$ cat config.mk
export PLATFORM = sky130hd
export DESIGN_NAME = tinyqv_irq_ctrl
export DESIGN_NICKNAME = d
export VERILOG_FILES = /design/src/rtl/tinyqv_irq_ctrl.sv
export SDC_FILE = /design/constraint.sdc
export NUM_CORES = 1
export LEC_CHECK = 0
export ABC_AREA = 1
export BUFFER_PORTS_ARGS = -buffer_cell sky130_fd_sc_hd__buf_2
export CORE_MARGIN = 5
export CORE_UTILIZATION = 50
export DETAILED_ROUTE_END_ITERATION = 10
export GPL_ROUTABILITY_DRIVEN = 0
export GPL_TIMING_DRIVEN = 0
export PLACE_DENSITY = 0.82
export SYNTH_ARGS = -nofsm -noshare
export SYNTH_HDL_FRONTEND = slang
export SYNTH_SLANG_ARGS = --single-unit
$ cat constraint.sdc
create_clock -name clk -period 1.92 [get_ports clk]
set_input_delay 0.288 -clock clk [delete_from_list [all_inputs] [get_ports clk]]
set_output_delay 0.288 -clock clk [all_outputs]
set_load 0.01 [all_outputs]
$ cat src/rtl/tinyqv_irq_ctrl.sv
// Nibble-serial interrupt controller for TinyQV: edge/level channels, mie/mip CSR nibbles, cause latch.
// Optional build macro TINYQV_IRQ_AUTOCLEAR_EN clears the taken edge channel's pending bit on trap entry.
module tinyqv_irq_ctrl #(
    parameter int          NUM_IRQ   = 4,
    parameter logic [15:0] EDGE_MASK = 16'h0003
) (
    input  logic               clk,
    input  logic               rst,
    input  logic [2:0]         counter,
    input  logic [NUM_IRQ-1:0] irq_in,
    input  logic               csr_sel_mie,
    input  logic               csr_sel_mip,
    input  logic [1:0]         csr_op,
    input  logic [3:0]         csr_wdata,
    output logic [3:0]         csr_rdata,
    input  logic               global_ie,
    input  logic               take_irq,
    input  logic               clear_all,
    output logic               interrupt_pending,
    output logic [3:0]         irq_cause
);

    localparam int                 NUM_NIB = NUM_IRQ / 4;
    localparam logic [NUM_IRQ-1:0] EDGE_CH = EDGE_MASK[NUM_IRQ-1:0];

    logic [NUM_IRQ-1:0] mie_reg, mie_next;
    logic [NUM_IRQ-1:0] pend_reg, pend_next;
    logic [NUM_IRQ-1:0] irq_d_reg;
    logic [3:0]         irq_cause_reg;

    logic [NUM_IRQ-1:0] mip;
    logic [NUM_IRQ-1:0] active;
    logic [NUM_IRQ-1:0] rise;
    logic [NUM_IRQ-1:0] autoclr;
    logic [3:0]         cause_next;
    logic               cause_found;
    logic               nib_active;
    logic               take_now;

    function automatic logic apply_op(input logic cur, input logic w, input logic [1:0] op);
        case (op)
            2'b01:   return w;
            2'b10:   return cur | w;
            2'b11:   return cur & ~w;
            default: return cur;
        endcase
    endfunction

    // Nibble k of the CSR lives at counter 4+k; counters 0..3 and unused nibbles are inert.
    assign nib_active = counter[2] && ({1'b0, counter[1:0]} < 3'(NUM_NIB));
    assign take_now   = take_irq && (counter == 3'd0);

    // Level channels never store state: their mip bit is the live request line.
    assign mip    = (pend_reg & EDGE_CH) | (irq_in & ~EDGE_CH);
    assign active = mip & mie_reg;
    assign rise   = irq_in & ~irq_d_reg;

    assign interrupt_pending = global_ie && (|active);
    assign irq_cause         = irq_cause_reg;

    always_comb begin
        cause_next  = 4'd0;
        cause_found = 1'b0;
        for (int i = NUM_IRQ - 1; i >= 0; i--) begin
            if (active[i]) begin
                cause_next  = 4'(i);
                cause_found = 1'b1;
            end
        end
    end

    generate
        for (genvar gi = 0; gi < NUM_IRQ; gi++) begin : g_ch
            logic nib_hit;
            logic pend_csr;

            assign nib_hit = nib_active && (counter[1:0] == 2'(gi / 4));

            assign mie_next[gi] = (csr_sel_mie && nib_hit)
                                ? apply_op(mie_reg[gi], csr_wdata[gi % 4], csr_op)
                                : mie_reg[gi];

            // mie takes precedence when both selects are (illegally) raised.
            assign pend_csr = (csr_sel_mip && !csr_sel_mie && nib_hit)
                            ? apply_op(pend_reg[gi], csr_wdata[gi % 4], csr_op)
                            : pend_reg[gi];

`ifdef TINYQV_IRQ_AUTOCLEAR_EN
            assign autoclr[gi] = take_now && cause_found && (cause_next == 4'(gi));
`else
            assign autoclr[gi] = 1'b0;
`endif

            // A fresh edge overrides any clear arriving in the same clock.
            assign pend_next[gi] = EDGE_CH[gi] & ((pend_csr & ~autoclr[gi]) | rise[gi]);
        end
    endgenerate

    always_ff @(posedge clk) begin
        if (rst) begin
            mie_reg       <= '0;
            pend_reg      <= '0;
            irq_d_reg     <= '0;
            irq_cause_reg <= 4'd0;
        end else begin
            irq_d_reg <= irq_in;
            if (take_now) begin
                irq_cause_reg <= cause_found ? cause_next : 4'd0;
            end
            if (clear_all) begin
                mie_reg  <= '0;
                pend_reg <= '0;
            end else begin
                mie_reg  <= mie_next;
                pend_reg <= pend_next;
            end
        end
    end

    logic [15:0] mie_wide;
    logic [15:0] mip_wide;
    assign mie_wide = 16'(mie_reg);
    assign mip_wide = 16'(mip);

    always_comb begin
        csr_rdata = 4'd0;
        if (nib_active) begin
            if (csr_sel_mie) begin
                csr_rdata = mie_wide[{counter[1:0], 2'b00} +: 4];
            end else if (csr_sel_mip) begin
                csr_rdata = mip_wide[{counter[1:0], 2'b00} +: 4];
            end
        end
    end

endmodule

## Word level (Yosys, flattened, before mapping)

Index checks and enable logic that the tools add are counted.

| operators by class | value |
|---|---|
| $lt $le $gt $ge | 1 |
| mux-type cells | 20 |
| bitwise operators | 22 |
| reductions and logical operators | 14 |
| equal/unequal tests | 3 |
| shifts and indexed selects | 2 |

Operators with widths:

| cell | number |
|---|---|
| variable part select 16 x 5 -> 4 bit | 2 |
| case mux 1 bit (3 select lines) | 6 |
| two-way mux 4 bit | 3 |
| two-way mux 2 bit | 5 |
| bitwise OR 1 bit | 8 |
| logical AND 1 bit | 7 |
| bitwise AND 1 bit | 6 |
| two-way mux 1 bit | 6 |
| bitwise AND 4 bit | 1 |
| == test 2 bit, second input constant | 2 |
| NOT 1 bit | 4 |
| bitwise OR 2 x 4 -> 4 bit | 1 |
| OR reduction 4 bit | 1 |
| logical NOT 3 bit | 1 |
| nonzero test 3 bit | 1 |
| bitwise AND 2 bit | 1 |
| == test 2 x 1 -> 1 bit, second input constant | 1 |
| logical NOT 2 bit | 1 |
| less-than comparator 2 x 1 -> 1 bit, second input constant | 1 |
| NOT 2 bit | 1 |
| AND reduction 2 bit | 1 |
| OR reduction 2 bit | 1 |
| logical NOT 1 bit | 1 |

| storage, ports and cells | value |
|---|---|
| bits in registers | 12 |
| word-level logic and storage cells | 66 |

## Depth between registers and ports, before layout

| depth | value |
|---|---|
| depth after elaboration | 7 |
| depth in mapped cells | 8 |
| gate-level depth less buffers | 8 |

## Worst setup path after synthesis

OpenSTA, ideal clock, no wires.

| timing | value |
|---|---|
| path type | input to output |
| from | in counter[1] |
| to | out csr_rdata[0] |
| buffers on the path | 0 |
| slack | 811 ps |
| data arrival time | 821 ps |
| cell stages on the path | 4 |
| path through | nor2_2 -> nand2_4 -> nor2_4 -> a22o_1 |

| on the way | value |
|---|---|
| cells in the longest elaborated chain, start to end | 4 |
| elaborated cells on any way between the ends | 7 |
| classes of those cells | 1 x order compare; 2 x shift; 3 x mux; 1 x reduce/logical |

RTL lines:

| item | RTL line | source |
|---|---|---|
| from (decl) | 9 | `input logic [2:0] counter,` |
| variable part select 16 x 5 -> 4 bit | 131 | `csr_rdata = mip_wide[{counter[1:0], 2'b00} +: 4];` |
| two-way mux 4 bit | 130 | `end else if (csr_sel_mip) begin` |
| two-way mux 4 bit | 128 | `if (csr_sel_mie) begin` |
| two-way mux 4 bit * | 127 | `if (nib_active) begin` |
| to (decl) | 15 | `output logic [3:0] csr_rdata,` |

Mark *: on every way between the ends. The rest lies on a longest branch, timed or not.

## Worst setup path after layout

| timing | value |
|---|---|
| from | reg mie_reg[3] |
| to | out interrupt_pending |

| on the way | value |
|---|---|
| cells in the longest elaborated chain, start to end | 3 |

RTL lines:

| item | RTL line | source |
|---|---|---|
| from (decl) | 26 | `logic [NUM_IRQ-1:0] mie_reg, mie_next;` |
| from (signal assigned) | 114 | `mie_reg <= mie_next;` |
| bitwise AND 4 bit | 55 | `assign active = mip & mie_reg;` |
| OR reduction 4 bit | 58 | `assign interrupt_pending = global_ie && (\|active);` |
| logical AND 1 bit | 58 |  |
| to (decl) | 19 | `output logic interrupt_pending,` |

No other way between the ends.

==> flow_summary.toml <==
[run_status]
run_status = "completed"

[timing]
hold_viol_final = 0
finClkSkew_ns = 0.00415
maxSlewViolCount = 0
finalSetupViolations = 0
finalSetupTns_ns = 0
rsz0062_at_grt = "no"
period_share_pct = 77.0
max_freq_mhz = 677
period_needed_ns = 1.48

[job]
drv_cap = 0

[floorplan]
die_x_um = 48.4
initial_utilization_pct = 54.7
coreArea_um2 = 1350
num_rows = 13
die_h_um = 48.4
die_area_um2 = 2340
io_pins = 29

[placement]
numPortBuffers = 26
dp_hpwl_mm = 1.62
place_area_um2 = 891

[yosys]
yosys_most_used_dff = "dfxtp_1"
synth-seq-area-share_pct = 27.1
synth_edf_count = 0
syn_inst = 114
synth_cell_types = 22
synth_top_area_cell = "dfxtp_1"
async_reset_ff_share_pct = 0
syn_area_per_cell_um2 = 6.48
synthTopCellsByArea = "dfxtp_1 (27%), nand2_1 (15%), nand3_1 (8.1%)"
yosys_warnings = 0
synth-seq-cells = 10
syn-cell-area_um2 = 738
yosys.area.top_type_share_pct = 27.1

[cts]
clk_pin_slew_ns = 0.07
post-cts-setup-buffers = 0
cts_buffers = 3
cts_tree = "done"
cts-root-buf = "clkbuf_4"
cts.sinks = 10
clk-insertion-delay-late_ns = 0.26
cts_resized = 0
htreeDepth = 1
clock_path_buffers = 2
holdBufCountCts = 0

[critical_path]
reg2reg_from = "mie_reg[3]"
worstPathArrival_ns = 1.19
cp-start-kind = "register"
worstPathRequired_ns = 1.63
critPathMaxFanout = 4
path_class = "register to output port"
critPathCaptureType = "output port"
r2r_slack_ns = 0.95
critPathLaunch = "mie_reg[3]"

[routing]
vias = 826
drt_iter0_drc = 8
wl_per_cell_um = 12.0
dr.pass1.iters = 4
drt_wl_total_mm = 1.91
route.detailed.drc = 0
antenna_left = 0
vias_per_cell = 5.16

[power]
max-vdd-ir-drop_v = 0.000381
leakage_nw = 0.510
power.density_nw_per_um2 = 528
power_mw = 0.489

[worst_hold_path]
min_path_type = "input pin to register"
min_from = "irq_in[1]"

[global_routing]
grt_pass1_wl_mm = 3.27
grt.overflow.total = 0
grt_pass1_vias = 803
grt_use_total_pct = 16.7
antenna_found_initial = 0
grt_max_degree = 7

[finish]
area_growth_pct = 25.6
final_cell_mix = "nand2_1 (29), buf_2 (26), inv_1 (14), nand3_1 (12)"
final_core_util_pct = 68.7
fin_nets = 166
final_common_cell = "nand2_1"
largest_reg_flops = 4
fin_area_um2 = 927
drive_gt1_share_pct = 32.4
antennaDiodeCount = 0
-- Yosys cell counts, types with 2 or more instances --
cell type	instances
nand2_1	29
inv_1	14
nand3_1	12
dfxtp_1	10
nor2_1	10
a21oi_1	7
o21ai_0	6
nand3_2	4
a22o_1	3
inv_2	3
nand2_4	3
buf_4	2
nor2_2	2
-- cells by family after synthesis --
| group | Yosys count | synth area share, % |
|---|---|---|
| other | 1 | 0.508 |
| AOI/OAI and AO/OA | 19 | 14.9 |
| DFF | 10 | 27.1 |
| and+or+nand+nor | 64 | 45.6 |
| buffers and inverters | 20 | 11.9 |
-- power breakdown --
part / switching [mW] / leakage [nW] / total (mW) / internal [mW]
clock network: 0.0682 / 0.0210 / 0.183 / 0.115
logic: 0.0551 / 0.407 / 0.0913 / 0.0362
registers: 0.00277 / 0.0814 / 0.215 / 0.212
-- critical path, cell delays in order, from the launching register on --
cell	delay, ns
dfxtp_1	0.40
inv_1	0.10
o21ai_1	0.19
o21a_1	0.13
buf_2	0.12
-- per-layer routing --
metal	track usage (%)	part of all wire (%)
met1	20.2	42
met2	26.3	49
met3	4.28	7.2
met4	9.22	1.6
met5	0	0
-- area by class of cell --
| cell class | instances | area (um2) |
|---|---|---|
| multi-input cells | 85 | 454 |
| fillers | 145 | 423 |
| flip-flops and latches | 10 | 200 |
| repair buffers | 26 | 130 |
| inverters | 18 | 72.6 |
| clock buffers | 4 | 36.3 |
| well taps | 15 | 18.8 |
| plain buffers | 2 | 15.0 |
-- through the flow --
stage / setup WS, ns / hold WS [ns] / instances
3_3_place_gp: 0.560 / 0.469 / 156
6_report: 0.442 / 0.237 / 160
3_5_place_dp: 0.534 / 0.485 / 156
4_1_cts: 0.429 / 0.234 / 160
2_1_floorplan: 0.811 / 0.357 / 115
5_1_grt: 0.345 / 0.234 / 160
-- final timing paths --
path	depth (start not counted)	end
setup / recovery	4	interrupt_pending
hold / removal	3	irq_d_reg[1]
setup reg to reg	4	irq_cause[1]
hold reg to reg	2	pend_reg[0]
No activity file was read; power rests on OpenSTA's default activity.
